File: src/rtl/aes_stream_seq.sv
// aes_stream_seq: byte-serial sequencer between the UART command path and the
// masked AES core. Latches plaintext/key/trigger delay from UART writes, streams
// 16 plaintext/key byte pairs into the core on start, collects the 16 returned
// ciphertext bytes into one 128-bit word and emits a delayed scope trigger.
// Optional build macro: AES_SEQ_TIMEOUT_EN adds a WAIT-state watchdog that
// pulses timeout and abandons the run after TIMEOUT_CYC cycles without aes_done.
module aes_stream_seq #(
    parameter int BYTES       = 16,
    parameter int TIMEOUT_CYC = 1024
) (
    input  logic         clk,
    input  logic         rst_n,
    input  logic         cfg_we,
    input  logic [7:0]   cfg_addr,
    input  logic [255:0] cfg_data,
    input  logic         start,
    output logic         busy,
    output logic [7:0]   pin,
    output logic [7:0]   kin,
    output logic         aes_start,
    input  logic         aes_done,
    input  logic [7:0]   cout,
    output logic [127:0] ctxt,
    output logic         ctxt_valid,
    output logic         trg,
    output logic         timeout
);

    typedef enum logic [2:0] {
        S_IDLE,
        S_LOAD,
        S_WAIT,
        S_CAPTURE,
        S_DONE
    } state_t;

    localparam logic [3:0] LAST_BYTE = 4'(BYTES - 1);

    state_t         r_state;
    state_t         w_next;
    logic [127:0]   r_ptxt;
    logic [127:0]   r_key;
    logic [7:0]     r_trg_delay;
    logic [127:0]   r_pt_sh;
    logic [127:0]   r_key_sh;
    logic [127:0]   r_ct_sh;
    logic [127:0]   r_ctxt;
    logic [3:0]     r_byte_cnt;
    logic [7:0]     r_trg_cnt;
    logic           w_last_byte;
    logic           w_aes_start;
    logic           w_wait_expire;

    assign w_last_byte = (r_byte_cnt == LAST_BYTE);
    assign w_aes_start = (r_state == S_LOAD) && (r_byte_cnt == 4'd0);

    // Configuration registers: writable in every state, unknown addresses ignored.
    // NOTE: sequential state uses non-blocking (<=) so every flop samples pre-edge values;
    // this is also what makes a start coinciding with a ptxt write snapshot the old value.
    always_ff @(posedge clk or negedge rst_n) begin
        if (!rst_n) begin
            r_ptxt      <= '0;
            r_key       <= '0;
            r_trg_delay <= '0;
        end else if (cfg_we) begin
            if (cfg_addr == 8'h01) begin
                r_ptxt <= cfg_data[127:0];
                r_key  <= cfg_data[255:128];
            end else if (cfg_addr == 8'h02) begin
                r_trg_delay <= cfg_data[7:0];
            end
        end
    end

    // FSM state register.
    always_ff @(posedge clk or negedge rst_n) begin
        if (!rst_n) begin
            r_state <= S_IDLE;
        end else begin
            r_state <= w_next;
        end
    end

    // FSM next-state logic.
    // NOTE: w_next gets its default before the case so no path leaves it unassigned (no latch).
    always_comb begin
        w_next = r_state;
        case (r_state)
            S_IDLE:    if (start) w_next = S_LOAD;
            S_LOAD:    if (w_last_byte) w_next = S_WAIT;
            S_WAIT: begin
                if (aes_done) begin
                    w_next = S_CAPTURE;
                end else if (w_wait_expire) begin
                    w_next = S_IDLE;
                end
            end
            S_CAPTURE: if (w_last_byte) w_next = S_DONE;
            S_DONE:    w_next = S_IDLE;
            default:   w_next = S_IDLE;
        endcase
    end

    // Byte counter, load/capture shift registers and the ciphertext output word.
    always_ff @(posedge clk or negedge rst_n) begin
        if (!rst_n) begin
            r_pt_sh    <= '0;
            r_key_sh   <= '0;
            r_ct_sh    <= '0;
            r_ctxt     <= '0;
            r_byte_cnt <= '0;
        end else begin
            case (r_state)
                S_IDLE: begin
                    if (start) begin
                        r_pt_sh    <= r_ptxt;
                        r_key_sh   <= r_key;
                        r_byte_cnt <= 4'd0;
                    end
                end
                S_LOAD: begin
                    r_pt_sh    <= {r_pt_sh[119:0], 8'h00};
                    r_key_sh   <= {r_key_sh[119:0], 8'h00};
                    r_byte_cnt <= r_byte_cnt + 4'd1;
                end
                S_WAIT: begin
                    if (aes_done) begin
                        r_ct_sh    <= {r_ct_sh[119:0], cout};
                        r_byte_cnt <= 4'd1;
                    end
                end
                S_CAPTURE: begin
                    r_ct_sh    <= {r_ct_sh[119:0], cout};
                    r_byte_cnt <= r_byte_cnt + 4'd1;
                    // Final byte: publish the full word so it is stable throughout DONE.
                    if (w_last_byte) begin
                        r_ctxt <= {r_ct_sh[119:0], cout};
                    end
                end
                default: ;
            endcase
        end
    end

    // Trigger delay counter: reloaded on every aes_start, counts down to zero.
    always_ff @(posedge clk or negedge rst_n) begin
        if (!rst_n) begin
            r_trg_cnt <= '0;
        end else if (w_aes_start) begin
            r_trg_cnt <= r_trg_delay;
        end else if (r_trg_cnt != 8'd0) begin
            r_trg_cnt <= r_trg_cnt - 8'd1;
        end
    end

`ifdef AES_SEQ_TIMEOUT_EN
    localparam int WCW = (TIMEOUT_CYC > 1) ? $clog2(TIMEOUT_CYC) : 1;

    logic [WCW-1:0] r_wait_cnt;
    logic           r_timeout;

    // aes_done on the final counted cycle takes priority over expiry.
    assign w_wait_expire = (r_state == S_WAIT) && !aes_done &&
                           (r_wait_cnt == WCW'(TIMEOUT_CYC - 1));

    // Watchdog: counts WAIT cycles and registers a one-cycle timeout pulse.
    always_ff @(posedge clk or negedge rst_n) begin
        if (!rst_n) begin
            r_wait_cnt <= '0;
            r_timeout  <= 1'b0;
        end else begin
            r_timeout <= w_wait_expire;
            if (r_state == S_WAIT) begin
                r_wait_cnt <= r_wait_cnt + 1'b1;
            end else begin
                r_wait_cnt <= '0;
            end
        end
    end

    assign timeout = r_timeout;
`else
    assign w_wait_expire = 1'b0;
    assign timeout       = 1'b0;
`endif

    assign busy       = (r_state != S_IDLE);
    assign pin        = (r_state == S_LOAD) ? r_pt_sh[127:120]  : 8'h00;
    assign kin        = (r_state == S_LOAD) ? r_key_sh[127:120] : 8'h00;
    assign aes_start  = w_aes_start;
    assign ctxt       = r_ctxt;
    assign ctxt_valid = (r_state == S_DONE);
    assign trg        = (r_trg_cnt == 8'd1);

endmodule

File: config.mk
export PLATFORM = sky130hd
export DESIGN_NAME = aes_stream_seq
export DESIGN_NICKNAME = d
export VERILOG_FILES = /design/src/rtl/aes_stream_seq.sv
export SDC_FILE = /design/constraint.sdc
export NUM_CORES = 1
export LEC_CHECK = 0
export ABC_CLOCK_PERIOD_IN_PS = 1900
export CELL_PAD_IN_SITES_DETAIL_PLACEMENT = 0
export CELL_PAD_IN_SITES_GLOBAL_PLACEMENT = 1
export CORE_ASPECT_RATIO = 0.9
export CORE_UTILIZATION = 40
export DETAILED_ROUTE_END_ITERATION = 6
export PLACE_DENSITY = 0.85
export SKIP_LAST_GASP = 1
export SLEW_MARGIN = 20
export SYNTH_ARGS = -nofsm -noshare
export SYNTH_HDL_FRONTEND = slang
export SYNTH_SLANG_ARGS = --single-unit
File: constraint.sdc
create_clock -name clk -period 1.9 [get_ports clk]
set_input_delay 0.38 -clock clk [delete_from_list [all_inputs] [get_ports clk]]
set_output_delay 0.38 -clock clk [all_outputs]
set_load 0.02 [all_outputs]
Word-level counts from Yosys, hierarchy flattened
Index checks and enable logic that the tools add are counted.
{"block": "word_totals", "memories": 0, "reg_bits": 783, "mem_bits_rw": 0, "mem_bits_ro": 0, "latchBits": 0, "in_bits": 277, "elab_cells": 60}
{"block": "op_classes", "bitwise": 1, "order_cmp": 0, "n_addsub": 2, "div_mod_pow": 0, "n_mul": 0, "n_eq_ne": 12, "shifts": 0, "n_reduce_logical": 17, "n_mux": 18}
{"operator": "one-hot mux 128 bit (2 select lines)", "n": 2}
{"operator": "two-way mux 128 bit", "n": 2}
{"operator": "one-hot mux 120 bit (2 select lines)", "n": 1}
{"operator": "two-way mux 120 bit", "n": 1}
{"operator": "two-way mux 8 bit", "n": 4}
{"operator": "== test 8 x 1 -> 1 bit, second input constant", "n": 2}
{"operator": "two-way mux 3 bit", "n": 4}
{"operator": "one-hot mux 3 bit (4 select lines)", "n": 1}
{"operator": "one-hot mux 4 bit (3 select lines)", "n": 1}
{"operator": "== test 8 x 2 -> 1 bit, second input constant", "n": 1}
{"operator": "two-way mux 4 bit", "n": 2}
{"operator": "inequality test 2 bit, second input constant", "n": 4}
{"operator": "AND reduction 2 bit", "n": 4}
{"operator": "nonzero test 8 bit", "n": 1}
{"operator": "subtractor 8 x 1 -> 8 bit, second input constant", "n": 1}
{"operator": "== test 3 x 2 -> 1 bit, second input constant", "n": 2}
{"operator": "AND reduction 3 bit", "n": 2}
{"operator": "nonzero test 2 bit", "n": 3}
{"operator": "nonzero test 3 bit", "n": 2}
{"operator": "adder 4 x 1 -> 4 bit, second input constant", "n": 1}
{"operator": "== test 4 bit, second input constant", "n": 1}
{"operator": "zero test 4 bit", "n": 1}
{"operator": "AND reduction 4 bit", "n": 1}
{"operator": "== test 3 x 1 -> 1 bit, second input constant", "n": 1}
{"operator": "5 further kinds", "n": 5}

Logic depth before layout (Yosys ltp)
Gate-level depths: netlist of the first run.
{"block": "logic_depth", "depth_word": 4, "mapped_depth": 8, "depth_no_buf": 6}

Worst setup path before layout of the first run
OpenSTA, ideal clock, no wires.
{"block": "synth_path", "kind": "reg-to-output", "startpoint": "reg r_state[2]", "endpoint": "out kin[0]", "required_time_ps": 1520, "setup_slack_ps": -210, "path_stages_with_launch": 7, "arrival_time_ps": 1730, "path_cell_list": "dfrtp_1 > buf_2 > or3b_4 > clkbuf_1 > buf_2 > clkbuf_1 > nor2_1"}
{"block": "synth_between", "elab_chain_len": 2}
{"item": "from (decl)", "line": "39", "source": "state_t r_state;"}
{"item": "from (signal assigned)", "line": "80", "source": "r_state <= w_next;"}
{"item": "== test 3 x 1 -> 1 bit", "line": "189", "source": "assign kin = (r_state == S_LOAD) ? r_key_sh[127:120] : 8'h00;"}
{"item": "two-way mux 8 bit", "line": "189"}
{"item": "to (decl)", "line": "19", "source": "output logic [7:0] kin,"}
Every way passes these cells.

Worst setup path after layout of the first run
{"block": "layout_path", "startpoint": "reg r_state[2]", "endpoint": "out aes_start"}
{"block": "layout_between", "elab_chain_len": 2}
{"item": "== test 3 x 1 -> 1 bit", "line": "55", "source": "assign w_aes_start = (r_state == S_LOAD) && (r_byte_cnt == 4'd0);"}
{"item": "logical AND 1 bit", "line": "55"}
{"item": "to (decl)", "line": "20", "source": "output logic aes_start,"}
Every way passes these cells.

==> results of run 1 <==
final cells by class:
class | count | area, um^2
fillers | 5999 | 34200
diodes | 6 | 15.0
multi-input cells | 1138 | 9740
well taps | 1018 | 1270
clock inverters | 35 | 509
flip-flops and latches | 783 | 19600
inverters | 247 | 940
repair buffers | 580 | 6400
clock buffers | 114 | 2360
flip-flops by register name, summed over array words and instances (netlist names), 4 cells and up:
name and cells:
r_trg_delay 8, r_ptxt 128, r_byte_cnt 4, r_ct_sh 120
ctxt 128, r_pt_sh 128, r_key_sh 128, r_trg_cnt 8
r_key 128
timing repair:
item                       in CTS  in global routing
hold endpoints to repair       30                  0
gates resized for setup       231                113
gates cloned                    1                 21
setup buffers                   9                  6
setup endpoints to repair     395                387
hold buffers                    1                  0
pin swaps                       4                  5
critical path, delay by kind of cell, from the launching register on:
kind | cells | cell delay, ns
and+or+nand+nor | 2 | 0.98
DFF | 1 | 0.38
buffers and inverters | 2 | 0.17
worst min path at each step:
stage | startpoint | to | slack [ns] | depth (start not counted)
2_1_floorplan | rst_n | ctxt[0] | 0.08 | 0
3_3_place_gp | rst_n | ctxt[69] | 0.32 | 1
3_5_place_dp | rst_n | ctxt[122] | 0.32 | 1
4_1_cts | rst_n | ctxt[122] | 0.22 | 2
5_1_grt | rst_n | ctxt[114] | 0.25 | 2
6_report | rst_n | ctxt[112] | 0.24 | 2
power by group through the flow:
stage | sequential, W | combinational, W | clock (W)
after global routing | 0.0257 | 0.0261 | 0.0179
final | 0.0252 | 0.0242 | 0.0169
after floorplan | 0.0250 | 0.0125 | 0
after detailed placement | 0.0253 | 0.0209 | 0
after CTS | 0.0251 | 0.0209 | 0.0172
after global placement | 0.0251 | 0.0202 | 0
metal layers:
layer / global-route usage [%] / vias up / wire [um]
met2: 32.5 / 621 / 39300
met1: 26.7 / 10500 / 34400
met5: 0 / - / 196
met4: 7.39 / 28 / 2550
met3: 4.91 / 165 / 5100
li1: - / 9090 / -
cells by family after synthesis:
family | count (synthesis)
AND/OR/NAND/NOR | 98
AO/OA/AOI/OAI | 515
buffers and inverters | 393
flip-flops | 783
other | 1
XOR/XNOR | 7
multiplexers | 512
adder cells (fa/ha/maj) | 5
through the flow:
stage	worst slack (ns)	power [W]	area, um^2
finish	-0.631	0.0663	40800
global placement	-0.418	0.0454	37000
global route	-0.705	0.0697	40800
detailed placement	-0.414	0.0462	37000
CTS	-0.688	0.0632	39900
floorplan	-0.0504	0.0375	30600
cells in the final DEF, fill, tap and decap left out, types with 23 or more instances in the layout:
cell               n
clkbuf_16         95
buf_12            54
dfrtp_1          783
inv_1            246
a21oi_2           48
o22ai_1          221
buf_6             32
dlygate4sd2_1    128
clkdlybuf4s50_1  275
mux2_2           512
a21oi_1          198
nand2_1           42
o21ai_0           23
buf_4             65
==> run metrics, run 1 <==
Max-Cap Viols=0; Yosys top cell by area=dfrtp_1; Die Wd=around 300 um; top cell type's share of synthesized area=64.4%; CTS sink count=783; number of enable flip-flop cells after synthesis=0; slowest cell on the critical path=or4b_4; Clock transition at path regs=0.06 ns; Comb pwr share=a little over a third; Fin Setup TNS=-12.22 ns; Setup WS post-layout=-0.631 ns; CP max stage delay=0.55 ns; Simple-Gate Fraction of Synth Area=1.47%; number of CTS-inserted buffers=between 80 and 90; IO buf count=424; Most used DFF post-synth=dfrtp_1; routed len/inst=between 20 and 25 um; count leader, synth=dfrtp_1; CP Launch Type=flop; status=finished with violations; placed cells=roughly 3700; final setup vio count=around 190; Reg-to-Reg End=r_pt_sh[61]; Via density=slightly above 5; Vias=slightly above 20000; number of library cell types mapped by synthesis=40; hold slack=around 0.24 ns; xor/xnor share of the synthesized area=less than 1%; number of global-route vias before repair=21700; Hold Path Class=in2async; Final Cycle Share=133%; sequential cell fraction of total power=38.0%; ys async rst share=100%; Total Nets Final=3114; Leakage=slightly above 20 nW; CTS tree=done; Post-synth top cells=783 x dfrtp_1, 512 x mux2_2, 246 x inv_1; CP Class=reg2out; Area Overhead vs Synth=34.2%; Rows=between 90 and 100; core area=75000 um^2; Synth area leaders=dfrtp_1 64%, mux2_2 19%, o22ai_1 4.9%; Slew Viols, Final=0; crit path cell chain=or3b_4 > or4b_4 > clkinv_8 > buf_8; routability cong.=approximately 0.83; sequential area share after synthesis=64.4%; initial antenna violation count=20; adder-cell area share of the yosys netlist=less than 1%; first-pass GRT wire length=approximately 120000 um; die area=77200 um^2; Post-DP HPWL=around 53000 um; worst reg2reg startpoint=r_state[2]; CTS max path bufs=3; clock network power share=about a quarter; pwr/cell area=1620 nW/um^2; minimum clock period=between 2 and 3 ns; share of cells above drive strength 1=a little under a third; Max Freq=between 300 and 400 MHz; Iter 0 DRT Violations=1426; RSZ-0062 raised after global routing=yes; CP startpoint=r_state[2]; Worst Setup End Kind=output pin; Mapped Area=30400 um^2; GRT Overall Usage=20.3%; total congestion overflow=0; fin util=between 50% and 60%; clk_lat worst skew=between 0.6 and 0.7 ns; Post-Route WL=a little over 80000 um; synthesized instance count=approximately 2300; crit path to=aes_start; crit path DAT=2.15 ns; Top Ports=426; CP required=approximately 1.5 ns; clk_skew=between 0.02 and 0.025 ns; failing checks=negative setup slack; largest net degree at the start of global routing=approximately 90; Sw Share=around a third; Worst VDD drop=approximately 1100 uV; flop2flop setup slack=-0.12 ns; post-synthesis compound-gate area fraction=under 10%; syn_area_per_cell=between 10 and 15 um^2; Die Span Y=264 um; post-route ant nets=0; Fin. Hold Viols=0; Syn Nets=2596; Int Pwr=approximately 0.044 W; Switching Power=about 0.023 W; multiplexer share of the synthesized area=roughly a fifth; drt first pass iters=5; htree depth=3; initial core utilization=40.6%; clk root buf=clkbuf_16; final cell count without fillers=between 3000 and 4000; largest family of logic cells by synthesized area=multiplexers; FF+latch count, synth=between 700 and 800; CP Max Fanout=3; worst reg2reg path depth=7; DRC violations left=0; number of synthesis warnings=0
(Power assumes the default switching activity.)
==> run 2: changes to the inputs <==
ABC_CLOCK_PERIOD_IN_PS = 2500   (was 1900)
HOLD_SLACK_MARGIN = 0.1   (was default)
PLACE_DENSITY = 0.82   (was 0.85)
clock period = 2.5 ns   (was 1.9 ns; I/O delays follow)
==> run 2 against run 1 <==
Against the previous run:
- the flow still finishes with violations (negative setup slack)
- combinational power is 39% lower
- sequential power is 25% lower
- cell area fell by 3.5%
- hold slack better by 0.17 ns
- clock-buffer cell count is 4 higher
- largest cell class unchanged
- highest routed layer unchanged
==> run metrics, run 2 (synthesis results as in run 1) <==
status=finished with violations; failing checks=negative setup slack; total congestion overflow=0; Worst Max-Slew Pin Slew=~0.85 ns; Vias=~20000; drt first pass iters=5; Hold Path Class=in2async; CTS tree=done; Die Span Y=about 260 um; Clock transition at path regs=0.06 ns; die area=between 70000 and 80000 um^2; initial core utilization=40.6%; routability cong.=about 0.83; initial antenna violation count=11; htree depth=3; Via density=roughly 5.1; CP required=2.00 ns; Die Wd=between 200 and 300 um; CTS sink count=around 800; crit path DAT=about 2.1 ns; Max-Cap Viols=0; fin util=52.6%; final cell count without fillers=about 3900; number of CTS-inserted buffers=between 80 and 90; first-pass GRT wire length=120000 um; IO buf count=roughly 420; clk root buf=clkbuf_16; max_slew headroom=43.4%; slowest cell on the critical path=or4b_4; RSZ-0062 raised after global routing=yes; largest net degree at the start of global routing=127; Max Freq=between 300 and 400 MHz; clk_skew=0.0177 ns; placed cells=roughly 3700; Area Overhead vs Synth=29.5%; share of cells above drive strength 1=27.3%; routed len/inst=slightly below 20 um; GRT Overall Usage=about 20%; Post-Route WL=75100 um; CP Class=reg2out; minimum clock period=2.64 ns; pwr/cell area=1180 nW/um^2; commonest non-fill, non-tap cell in the layout=dfrtp_1; most frequent cells in the layout=783 x dfrtp_1, 512 x mux2_2, 403 x clkdlybuf4s50_1, 246 x inv_1, 242 x a21oi_1; clock network power share=a little over a quarter; Total Nets Final=3044; Fin. Hold Viols=0; CTS max path bufs=3; post-route ant nets=0; Comb pwr share=a little under a third; Switching Power=0.0154 W; final setup vio count=9; core area=~75000 um^2; Setup WS post-layout=-0.143 ns; Post-DP HPWL=between 50000 and 60000 um; Sw Share=~33%; Leakage=19.0 nW; Iter 0 DRT Violations=between 1000 and 1500; DRC violations left=0; hold slack=roughly 0.41 ns; CP max stage delay=~0.54 ns; CP Launch Type=flop; Slew Viols, Final=0; clk_lat worst skew=~0.62 ns; Worst Setup End Kind=output pin; sequential cell fraction of total power=between 40% and 50%; Rows=95; Int Pwr=roughly 0.031 W; crit path cell chain=or3b_4 > or4b_4 > clkinv_8 > buf_8; Top Ports=~430; CP Max Fanout=2; Worst VDD drop=1060 uV; number of global-route vias before repair=roughly 21000; Final Cycle Share=106%
## run 2: changes by cell type in the layout (fill, tap and decap cells not counted), sizes merged
cell / previous run / this run
dlygate4sd2: 128 / 2
buf: 164 / 97
clkbuf: 125 / 118
clkinv: 21 / 13
clkdlybuf4s15: 0 / 8
inv: 251 / 253
clkinvlp: 1 / 3
clkdlybuf4s50: 275 / 403
bufbuf: 1 / 0
## run 2: worst max-delay path: cells and delay by family, from the launching register on
kind	cells	cell delay, ns
AND/OR/NAND/NOR	2	0.95
flip-flops	1	0.40
buffers and inverters	2	0.17
## run 2: cell type report
| class | count | area (um^2) |
|---|---|---|
| clock buffers | 118 | 2390 |
| repair buffers | 511 | 5420 |
| diodes | 6 | 15.0 |
| multi-input cells | 1138 | 9310 |
| inverters | 247 | 940 |
| fillers | 6224 | 35600 |
| clock inverters | 31 | 484 |
| flip-flops and latches | 783 | 19600 |
| well taps | 1018 | 1270 |
## run 2: through the flow
| stage | power (W) | instance area, um^2 | setup TNS, ns | setup WS [ns] |
|---|---|---|---|---|
| after floorplan | 0.0281 | 30400 | 0 | 0.270 |
| after global placement | 0.0335 | 36500 | -0.119 | -0.119 |
| after detailed placement | 0.0340 | 36500 | -0.114 | -0.112 |
| after CTS | 0.0470 | 39400 | -2.94 | -0.213 |
| after global routing | 0.0494 | 39400 | -1.84 | -0.226 |
| final | 0.0466 | 39400 | -0.613 | -0.143 |
## run 2: metal layers
metal  global-route usage [%]  vias up  routed length (um)
met2                     32.0      441               36600
met4                     6.13       12                1940
met3                     4.66      125                4160
met1                     25.7    10100               32300
met5                        0        -                  68
li1                         -     8960                   -
## run 2: power groups by stage
stage          clock, W  sequential [W]  combinational (W)
6_report         0.0128          0.0190             0.0148
3_3_place_gp          0          0.0190             0.0145
4_1_cts          0.0131          0.0190             0.0149
2_1_floorplan         0          0.0190            0.00915
5_1_grt          0.0136          0.0195             0.0163
3_5_place_dp          0          0.0192             0.0149
## run 2: worst paths after layout
path,start,cells after the start,slack [ns],endpoint
min in group clk,r_ptxt[7],2,0.47,r_pt_sh[7]
setup reg to reg,r_state[2],6,0.17,r_key_sh[117]
hold reg to reg,r_ptxt[7],2,0.47,r_pt_sh[7]
setup / recovery,r_state[2],4,-0.14,aes_start
max in group asynchronous,rst_n,4,1.10,r_key_sh[56]
hold / removal,rst_n,2,0.41,r_pt_sh[19]
## run 2: timing repair
action / CTS / global route
endpoints found under the setup margin: 20 / 18
hold endpoints to repair: 39 / 0
resized for setup: 60 / 22
setup buffers: 0 / 2
hold buffers: 1 / 0
